[src/rtl/next_audio_sample_buffer_pkg.sv]
// Shared widths and limits for the NeXT sound-out sample buffer.
// Samples are 32-bit L16:R16 words built from four big-endian bytes.
package next_audio_pkg;

    localparam int SAMPLE_W         = 32;
    localparam int BYTE_W           = 8;
    localparam int BYTES_PER_SAMPLE = 4;
    localparam logic [7:0] UNDERRUN_MAX = 8'hFF;

endpackage

[src/rtl/next_audio_sample_buffer_fifo.sv]
// Single-clock word FIFO with flush; level counter drives full/empty.
// Read data is registered: a pop shows rd_vld/rd_dat one cycle later; pushes into a full FIFO are refused unless a pop frees the slot.
module audio_word_fifo
    import next_audio_pkg::*;
#(
    parameter int DEPTH = 4,
    localparam int PW = $clog2(DEPTH),
    localparam int LW = PW + 1
) (
    input  logic                in_clk,
    input  logic                rst,
    input  logic                push_vld,
    input  logic [SAMPLE_W-1:0] push_dat,
    input  logic                pop_req,
    input  logic                flush,
    output logic                push_acc,
    output logic [LW-1:0]       level,
    output logic                rd_vld,
    output logic [SAMPLE_W-1:0] rd_dat
);

    localparam logic [LW-1:0] FULL_LVL = LW'(DEPTH);

    logic [SAMPLE_W-1:0] mem_q [DEPTH];
    logic [SAMPLE_W-1:0] mem_d [DEPTH];
    logic [PW-1:0]       wr_ptr_q, wr_ptr_d;
    logic [PW-1:0]       rd_ptr_q, rd_ptr_d;
    logic [LW-1:0]       level_q, level_d;
    logic                rd_vld_q, rd_vld_d;
    logic [SAMPLE_W-1:0] rd_dat_q, rd_dat_d;
    logic                do_pop, do_push;

    always_comb begin
        do_pop   = pop_req && (level_q != '0) && !flush;
        do_push  = push_vld && ((level_q != FULL_LVL) || do_pop) && !flush;
        mem_d    = mem_q;
        wr_ptr_d = wr_ptr_q;
        rd_ptr_d = rd_ptr_q;
        rd_vld_d = do_pop;
        rd_dat_d = rd_dat_q;
        level_d  = level_q;
        if (do_pop) begin
            rd_dat_d = mem_q[rd_ptr_q];
            rd_ptr_d = rd_ptr_q + 1'b1;
        end
        // When full, push and pop share the head slot; the read uses the old contents.
        if (do_push) begin
            mem_d[wr_ptr_q] = push_dat;
            wr_ptr_d        = wr_ptr_q + 1'b1;
        end
        if (flush) begin
            wr_ptr_d = '0;
            rd_ptr_d = '0;
            level_d  = '0;
        end else begin
            level_d = level_q + LW'(do_push) - LW'(do_pop);
        end
    end

    always_ff @(posedge in_clk or posedge rst) begin
        if (rst) begin
            for (int i = 0; i < DEPTH; i++) mem_q[i] <= '0;
            wr_ptr_q <= '0;
            rd_ptr_q <= '0;
            level_q  <= '0;
            rd_vld_q <= 1'b0;
            rd_dat_q <= '0;
        end else begin
            for (int i = 0; i < DEPTH; i++) mem_q[i] <= mem_d[i];
            wr_ptr_q <= wr_ptr_d;
            rd_ptr_q <= rd_ptr_d;
            level_q  <= level_d;
            rd_vld_q <= rd_vld_d;
            rd_dat_q <= rd_dat_d;
        end
    end

    assign push_acc = do_push;
    assign level    = level_q;
    assign rd_vld   = rd_vld_q;
    assign rd_dat   = rd_dat_q;

endmodule

[src/rtl/next_audio_sample_buffer.sv]
// Packs NeXT sound-out bytes into L16:R16 words, buffers them and hands one per sender tick.
// Pop-to-out_valid latency is 1 cycle; no backpressure upstream, so words arriving at a full FIFO are dropped and flagged.
module next_audio_sample_buffer
    import next_audio_pkg::*;
#(
    parameter int DEPTH     = 4,
    parameter int LOW_WATER = 1
) (
    input  logic                      in_clk,
    input  logic                      rst,
    input  logic                      byte_valid,
    input  logic [BYTE_W-1:0]         byte_data,
    input  logic                      frame_start,
    input  logic                      cmd_start,
    input  logic                      cmd_end,
    input  logic                      cmd_22k,
    input  logic                      req_tick,
    input  logic                      req_mode,
    output logic                      out_valid,
    output logic [SAMPLE_W-1:0]       out_data,
    output logic                      audio_start_out,
    output logic                      audio_end_out,
    output logic                      audio_22k_out,
    output logic                      host_req,
    output logic [$clog2(DEPTH):0]    level,
    output logic                      overflow,
    output logic [7:0]                underrun_cnt
);

    localparam int LW = $clog2(DEPTH) + 1;
    localparam logic [1:0] LAST_IDX = 2'(BYTES_PER_SAMPLE - 1);

    logic [1:0]          idx_q, idx_d;
    logic [SAMPLE_W-1:0] word_q, word_d;
    logic                playing_q, playing_d;
    logic                rate_q, rate_d;
    logic                start_pls_q, start_pls_d;
    logic                end_pls_q, end_pls_d;
    logic                host_req_q, host_req_d;
    logic                overflow_q, overflow_d;
    logic [7:0]          underrun_q, underrun_d;

    logic [1:0]          cur_idx;
    logic                push_req, push_acc, tick_live, start_eff;
    logic [LW-1:0]       fifo_level;

    always_comb begin
        cur_idx  = frame_start ? 2'd0 : idx_q;
        word_d   = word_q;
        idx_d    = idx_q;
        push_req = 1'b0;
        if (byte_valid) begin
            word_d[(BYTES_PER_SAMPLE - 1 - int'(cur_idx)) * BYTE_W +: BYTE_W] = byte_data;
            idx_d    = cur_idx + 2'd1;
            push_req = (cur_idx == LAST_IDX);
        end
        if (cmd_end) idx_d = 2'd0;
    end

    always_comb begin
        tick_live   = req_tick && req_mode && playing_q;
        start_eff   = cmd_start && !cmd_end;
        start_pls_d = start_eff;
        end_pls_d   = cmd_end;
        playing_d   = cmd_end ? 1'b0 : (cmd_start ? 1'b1 : playing_q);
        rate_d      = (cmd_start || cmd_end) ? cmd_22k : rate_q;
        host_req_d  = playing_q && (fifo_level <= LW'(LOW_WATER));

        underrun_d = underrun_q;
        if (start_eff) underrun_d = 8'd0;
        else if (tick_live && (fifo_level == '0) && (underrun_q != UNDERRUN_MAX))
            underrun_d = underrun_q + 8'd1;

        // A refused word sets the flag even in the cycle a start clears it.
        overflow_d = start_eff ? 1'b0 : overflow_q;
        if (push_req && !push_acc && !cmd_end) overflow_d = 1'b1;
    end

    audio_word_fifo #(.DEPTH(DEPTH)) u_fifo (
        .in_clk   (in_clk),
        .rst      (rst),
        .push_vld (push_req),
        .push_dat (word_d),
        .pop_req  (tick_live),
        .flush    (cmd_end),
        .push_acc (push_acc),
        .level    (fifo_level),
        .rd_vld   (out_valid),
        .rd_dat   (out_data)
    );

    always_ff @(posedge in_clk or posedge rst) begin
        if (rst) begin
            idx_q       <= 2'd0;
            word_q      <= '0;
            playing_q   <= 1'b0;
            rate_q      <= 1'b0;
            start_pls_q <= 1'b0;
            end_pls_q   <= 1'b0;
            host_req_q  <= 1'b0;
            overflow_q  <= 1'b0;
            underrun_q  <= 8'd0;
        end else begin
            idx_q       <= idx_d;
            word_q      <= word_d;
            playing_q   <= playing_d;
            rate_q      <= rate_d;
            start_pls_q <= start_pls_d;
            end_pls_q   <= end_pls_d;
            host_req_q  <= host_req_d;
            overflow_q  <= overflow_d;
            underrun_q  <= underrun_d;
        end
    end

    assign audio_start_out = start_pls_q;
    assign audio_end_out   = end_pls_q;
    assign audio_22k_out   = rate_q;
    assign host_req        = host_req_q;
    assign level           = fifo_level;
    assign overflow        = overflow_q;
    assign underrun_cnt    = underrun_q;

endmodule

[config.mk]
export PLATFORM = sky130hd
export DESIGN_NAME = next_audio_sample_buffer
export DESIGN_NICKNAME = d
export VERILOG_FILES = /design/src/rtl/next_audio_sample_buffer_pkg.sv /design/src/rtl/next_audio_sample_buffer_fifo.sv /design/src/rtl/next_audio_sample_buffer.sv
export SDC_FILE = /design/constraint.sdc
export NUM_CORES = 1
export LEC_CHECK = 0
export BUFFER_PORTS_ARGS = -buffer_cell sky130_fd_sc_hd__buf_2
export CELL_PAD_IN_SITES_DETAIL_PLACEMENT = 1
export CELL_PAD_IN_SITES_GLOBAL_PLACEMENT = 1
export CORE_MARGIN = 2
export CORE_UTILIZATION = 52
export DETAILED_ROUTE_END_ITERATION = 16
export PLACE_DENSITY_LB_ADDON = 0.1
export SETUP_SLACK_MARGIN = 0.1
export SLEW_MARGIN = 25
export SYNTH_ARGS = -nofsm -noshare
export SYNTH_HDL_FRONTEND = slang
export SYNTH_SLANG_ARGS = --single-unit
[constraint.sdc]
create_clock -name in_clk -period 12.3 [get_ports in_clk]
set_input_delay 0.615 -clock in_clk [delete_from_list [all_inputs] [get_ports in_clk]]
set_output_delay 0.615 -clock in_clk [all_outputs]
set_load 0.03 [all_outputs]
==> results of run 1 <==
==> per-stage QoR <==
step,total power [uW],worst slack [ns],hold WS (ns)
3_5_place_dp,853.6,9.510,0.4652
5_1_grt,1616,9.603,0.3522
3_3_place_gp,846.5,9.636,0.4557
6_report,1560,9.776,0.3045
2_1_floorplan,822.6,5.777,0.4446
4_1_cts,1574,9.731,0.3392
==> worst max-delay path: stages, from the launching register on <==
cell	delay [ns]
dfrtp_1	0.46
or3b_1	0.56
o211ai_4	0.63
buf_4	0.51
o21ai_0	0.20
==> final cells by class <==
class                           count  area share
Antenna cell                        1   0.0002431
Tap cell                          225     0.02735
Timing Repair Buffer               72     0.03707
Clock buffer                       32     0.06405
Inverter                           45     0.01714
Clock inverter                     10     0.01252
Multi-Input combinational cell    455      0.3161
Sequential cell                   216      0.5255
==> logic make-up after synthesis <==
group,Yosys count,share of synthesized area
adder cells (fa/ha/maj),15,0.02167
AO/OA/AOI/OAI,187,0.1230
flip-flops,216,0.6002
multiplexers,66,0.1224
AND/OR/NAND/NOR,183,0.08683
buffers and inverters,88,0.04209
XOR/XNOR,4,0.003891
==> metal layers <==
metal	track usage	routed length, um	share of wire
met2	0.4484	11420	0.52
met3	0.03554	624	0.029
met5	0	0	0
met1	0.3216	9421	0.43
met4	0.04977	325	0.015
==> where the power goes <==
group	internal (uW)	total [uW]	leakage, uW	switching, uW
Sequential	736	748	0.00297	12.3
Clock	437	719	0.000395	282
Combinational	33.8	92.7	0.00167	58.8
Total	1210	1560	0.00504	353
==> state kept, by name (all words and copies together) (netlist names) <==
signal and cells:
u_fifo.mem_q 128, u_fifo.rd_dat 32, word_q 32, underrun_cnt 8, u_fifo.level 3, idx_q 2, u_fifo.rd_ptr_q 2, u_fifo.wr_ptr_q 2
audio_22k_out 1, audio_end_out 1, audio_start_out 1, host_req 1, overflow 1, playing_q 1, u_fifo.rd_vld 1
==> final timing paths <==
path | start | to | slack [ns] | cells past startpoint
min reg2reg | u_fifo.mem_q[32] | u_fifo.mem_q[32] | 0.48 | 2
min in group in_clk | cmd_22k | audio_22k_out | 0.36 | 2
max in group asynchronous | rst | u_fifo.rd_ptr_q[1] | 10.68 | 3
min | rst | u_fifo.rd_dat[28] | 0.30 | 2
max | u_fifo.level[1] | u_fifo.mem_q[66] | 9.78 | 4
max reg2reg | u_fifo.level[1] | u_fifo.mem_q[66] | 9.78 | 4
==> cell usage after synthesis (2+ instances only) <==
library cell	count
buf_4	6
buf_1	3
buf_2	21
dfrtp_1	216
or3_2	2
xnor2_1	3
a22oi_1	32
nand4_1	2
a31oi_1	2
inv_1	44
nand2_1	107
nand2b_1	2
nor2_1	47
nor3b_1	3
nor3_2	3
nand3_1	4
mux4_2	32
o21ai_0	99
nor2b_1	2
mux2_2	33
a211oi_1	3
o211ai_1	3
o211ai_2	3
and3_1	4
ha_1	14
a21oi_1	36
clkbuf_1	13
==> results.md, run 1 <==
* Status: finished, final reports clean
* Depth of the CTS H-tree at 1
* Hold_buf cts at 0
* Fill cells at ~1800
* CTS tree: built
* Core Util, Final at 0.6015
* Worst Hold Class: in -> async
* Rel. slew slack at 0.3962
* Netlist Area Pre-Place at approximately 9000 sq um
* Routed wire per std cell at a little over 20 um
* Clock buffer depth at 3
* VDD IR max at between 0.1 and 0.15 mV
* Fin. Hold Viols at 0
* Post-CTS Setup Repair Bufs at 0
* Commonest non-fill, non-tap cells in the layout: dfrtp_1 (214), nand2_1 (107), o21ai_0 (99)
* Initial core utilization at 0.5262
* GRT Overall Usage at 0.2482
* EDFF count, synth at 0
* Synth area leader: dfrtp_1
* Final #Nets at 845
* Multi-input gate area at 3254 sq um
* WP data arrival at between 2 and 3 ns
* Routed wire length at around 22000 um
* Slew @ Worst Pin at 0.9057 ns
* Final period utilization at 0.2052
* Startpoint types: flop
* Antenna Violating Nets Remaining at 0
* Netlist cell types at 47
* Buffers on Ports at between 60 and 70
* I/O pin total at between 60 and 70
* Placeable Area at 17120 sq um
* Drc violations at 0
* CTS root buffer: clkbuf_16
* Storage cell area at between 5000 and 6000 sq um
* Commonest non-fill, non-tap cell in the layout: dfrtp_1
* Initial DRT Pass Iterations at 4
* Post-route cell area at 10290 sq um
* Clock Sinks at between 200 and 250
* GP Congestion at around 0.82
* Register bit total from synthesis at 216
* Synth Flop Type: dfrtp_1
* TritonCTS buffer count at 23
* CTS resizes at 0
* Die Wd at about 140 um
* Worst skew pair latency at between 0.5 and 0.6 ns
* Die Span Y at 135.6 um
* CTS clk-pin slew, worst paths at 0.06 ns
* Share of cells above drive strength 1 at 0.2265
* Min cycle time layout at 2.524 ns
* Final setup TNS at 0 ns
* Largest net degree at the start of global routing at ~130
* Net Count, Synth at slightly below 800
* Max-cap viol count at 0
* Total Die Area at between 15000 and 20000 sq um
* DP Wirelength at 13550 um
* Clk_skew at between 0.01 and 0.015 ns
* Total gr overflow at 0
* First-pass GRT wire length at about 36000 um
* Yosys top cell area share at 0.6002
* Initial antenna violation count at 1
* Critical path required time at about 13 ns
* Final Max Slew Viols at 0
* Asr flop ratio synth at 1.000
* Sequential-to-total area share from yosys stat at 0.6002
* Vias in the first global route at approximately 6800
* RSZ-0062 raised after global routing: false
* Critical path type: reg -> reg
* Final cell count without fillers at ~1100
* Gate Count Post-Synth at around 760
* Setup Viol. Count Final at 0
* Synth Warn # at 0
* Drt initial violations at between 200 and 300
* Placed instance area at approximately 9500 sq um
* Maximum clock frequency at about 400 MHz
* Crit-path max FO at 40
* Layout area overhead at 14.31%
* Rows at between 40 and 50
* Synth area leaders: dfrtp_1 (60%), mux4_2 (8.0%), o21ai_0 (5.5%), nand2_1 (4.5%), mux2_2 (4.1%)
* Avg Vias per Cell at between 5 and 6
* P_leak at 0.005036 uW
* CP Capture Type: flop
* Mapped Avg Cell Area at between 10 and 15 sq um
* Placed insts at 1013
* Power per cell area at 151.5 nW/um^2
* DR vias at ~6100
Note: power is estimated with default switching activity, not from simulation.
==> run 2, diff against run 1 <==
Settings changed: ABC_AREA from default to 1, CORE_UTILIZATION 52 to 42.
Clock period 12.3 ns to 2.15 ns, I/O delays scaled along.
==> run 2 against run 1 <==
Net effect: count of clock-buffer cells in the layout grew 1; combinational power increased to 5.4 times the previous value; global-route usage decreased by 0.13 points; register-to-register slack worse by 9.6 ns; cell area up 16%; first-iteration DRC count is 60% higher; worst hold slack lost 0.29 ns; critical path depth grew 7; clock skew fell by 0.00062 ns; cell count up 49%; core utilization down 9.1 points; die area rose by 35%; critical endpoint is now u_fifo.level[2]; largest cell class unchanged.
==> results.md, run 2 <==
* Initial core utilization at 0.4243 (-0.1018)
* Register bit total from synthesis at 216 (unchanged)
* Mapped Avg Cell Area at 8.542 sq um (-28%)
* WHS at 0.01483 ns (-0.2896 ns)
* Rel. slew slack at 0.5705 (+0.1743)
* Maximum clock frequency at 503.2 MHz (+27%)
* Startpoint types: flop
* Commonest non-fill, non-tap cell in the layout: nand2_1
* Placeable Area at 23330 sq um (+36%)
* Commonest non-fill, non-tap cells in the layout: nand2_1 (461), dfrtp_1 (213), nand4_1 (134)
* Rows at 56 (+17%)
* Crit-path max FO at 5 (-88%)
* Share of cells above drive strength 1 at 0.1653 (-0.06117)
* CTS root buffer: clkbuf_16
* Critical path required time at 2.55 ns (-10.10 ns)
* TritonCTS buffer count at 25 (+8.7%)
* GRT Overall Usage at 0.2469 (-0.001330)
* Gate Count Post-Synth at 1159 (+53%)
* Synth area leaders: dfrtp_1 (55%), nand2_1 (18%), nand4_1 (8.5%), mux2i_1 (3.2%), nor2_1 (2.2%)
* Synth Flop Type: dfrtp_1
* Power per cell area at 783.4 nW/um^2 (+420%)
* Fin. Hold Viols at 0 (unchanged)
* Worst skew pair latency at 0.52 ns (about the same)
* Synth Warn # at 0 (unchanged)
* Routed wire per std cell at 19.18 um (-7.1%)
* Worst Hold Class: in -> reg
* Clk_skew at 0.01147 ns (-0.0006227 ns)
* Final #Nets at 1266 (+50%)
* Status: finished, final reports clean
* Synth area leader: dfrtp_1
* N_diodes at 0 (-1)
* Core Util, Final at 0.5107 (-0.09079)
* GP Congestion at 0.9144 (+12%)
* Depth of the CTS H-tree at 1 (unchanged)
* Die Span Y at 157.5 um (+16%)
* WP data arrival at 2.39 ns (-0.49 ns)
* Final Max Slew Viols at 0 (unchanged)
* VDD IR max at 0.5622 mV (+360%)
* Routed wire length at 30130 um (+38%)
* Total Die Area at 24820 sq um (+35%)
* Yosys top cell area share at 0.5459 (-0.05423)
* Avg Vias per Cell at 5.449 (-6.3%)
* Leading cell types by count after synthesis: nand2_1 (478), dfrtp_1 (216), nand4_1 (134)
* Layout area overhead at 20.35%
* Final Power at 9334 uW (+500%)
* Critical path type: reg -> reg
* R2R Setup Slk at 0.16 ns (-9.61 ns)
* Post-route cell area at 11920 sq um (+16%)
* Vias in the first global route at 8821 (+30%)
* CTS clk-pin slew, worst paths at 0.06 ns (about the same)
* Fill cells at 2736 (+55%)
* Buffers on Ports at 65 (unchanged)
* Clock buffer depth at 3 (unchanged)
* Drt initial violations at 466 (+60%)
* Setup Viol. Count Final at 0 (unchanged)
* Netlist Area Pre-Place at 9901 sq um (+9.9%)
* I/O pin total at 66 (unchanged)
* Total gr overflow at 0 (unchanged)
* Largest net degree at the start of global routing at 137 (+3.8%)
* CP Capture Type: flop
* Placed insts at 1511 (+49%)
* Max-cap viol count at 0 (unchanged)
* First-pass GRT wire length at 48310 um (+35%)
* DR vias at 8561 (+39%)
* Netlist cell types at 27 (-43%)
* Max reg flops at 128 (unchanged)
* Min cycle time layout at 1.987 ns (-0.5366 ns)
* Top-count cell post-synth: nand2_1
* Drc violations at 0 (unchanged)
* EDFF count, synth at 0 (unchanged)
* Biggest register: u_fifo.mem_q
* Initial DRT Pass Iterations at 5 (+1)
* Placed instance area at 10760 sq um (+13%)
* Net Count, Synth at 1191 (+51%)
* CTS tree: built
* Final cell count without fillers at 1571 (+49%)
* Slew @ Worst Pin at 0.6442 ns (-0.2615 ns)
* P_leak at 0.006374 uW (+27%)
* DP Wirelength at 17790 um (+31%)
* Clock Sinks at 216 (unchanged)
* Initial antenna violation count at 0 (-1)
* Die Wd at 157.5 um (+16%)
* Antenna Violating Nets Remaining at 0 (unchanged)
* Sequential-to-total area share from yosys stat at 0.5459 (-0.05423)
* RSZ-0062 raised after global routing: true
* Asr flop ratio synth at 1.000 (unchanged)
* Final period utilization at 0.9244 (+0.7192)
## run 2: report_power, final
group          total [uW]  leakage [uW]  switching (uW)  internal [uW]
Clock                4670      0.000444            1740           2930
Combinational         497       0.00294             370            127
Sequential           4170       0.00299            38.0           4130
## run 2: metrics by stage
stage | TNS [ns] | setup WS, ns
floorplan | -166.97 | -0.7696
global placement | 0 | 0.1186
detailed placement | 0 | 0.02475
CTS | 0 | 0.1010
global route | 0 | 0.04057
finish | 0 | 0.1626
## run 2: per-layer routing
layer / share of wire / up-vias / global-route usage
met3: 0.036 / 31 / 0.03084
li1: - / 4017 / -
met4: 0.014 / 0 / 0.05281
met2: 0.48 / 148 / 0.4119
met1: 0.47 / 4365 / 0.3464
met5: 0 / - / 0
## run 2: cell families (layout without fill, tap and decap cells)
kind of cell,Yosys count,after routing,synth area share
compound gates,84,84,0.04714
xor+xnor,4,4,0.003538
fa+ha+maj,15,15,0.01971
buf+inv,111,204,0.04726
flops,216,216,0.5459
mux,32,32,0.03235
simple gates,697,697,0.3041
## run 2: cell type report
type	count	area [sq um]	area share
sequential	216	5409	0.4540
multi-input combinational	832	4138	0.3473
timing repair buffer	131	953.4	0.08002
clock buffer	33	715.7	0.06006
tap	319	399.1	0.03350
clock inverter	12	190.2	0.01596
inverter	28	110.1	0.009241
## run 2: worst paths after layout
check	from	endpoint	depth (start not counted)
max reg2reg	u_fifo.level[0]	u_fifo.level[2]	11
min reg2reg	u_fifo.rd_dat[15]	u_fifo.rd_dat[15]	2
max	u_fifo.level[0]	u_fifo.level[2]	11
min	byte_data[7]	word_q[7]	3
min in group asynchronous	rst	u_fifo.mem_q[24]	4
max in group asynchronous	rst	u_fifo.level[1]	4
## run 2: critical path, stage by stage (launching register included)
cell and delay (ns):
dfrtp_1 0.44, inv_2 0.11, nand3_4 0.10, nand3_4 0.08, inv_1 0.06, ha_1 0.27, inv_1 0.06, ha_1 0.13
inv_1 0.05, fa_1 0.38, o21ai_1 0.13, a21oi_1 0.06
## run 2: timing repair
action | 4_1_cts | 5_1_grt
setup buffers | 0 | 2
endpoints found under the hold margin | 222 | 6
pin swaps | 0 | 1
endpoints found under the setup margin | 26 | 115
resized for setup | 8 | 31
hold buffers | 8 | 5
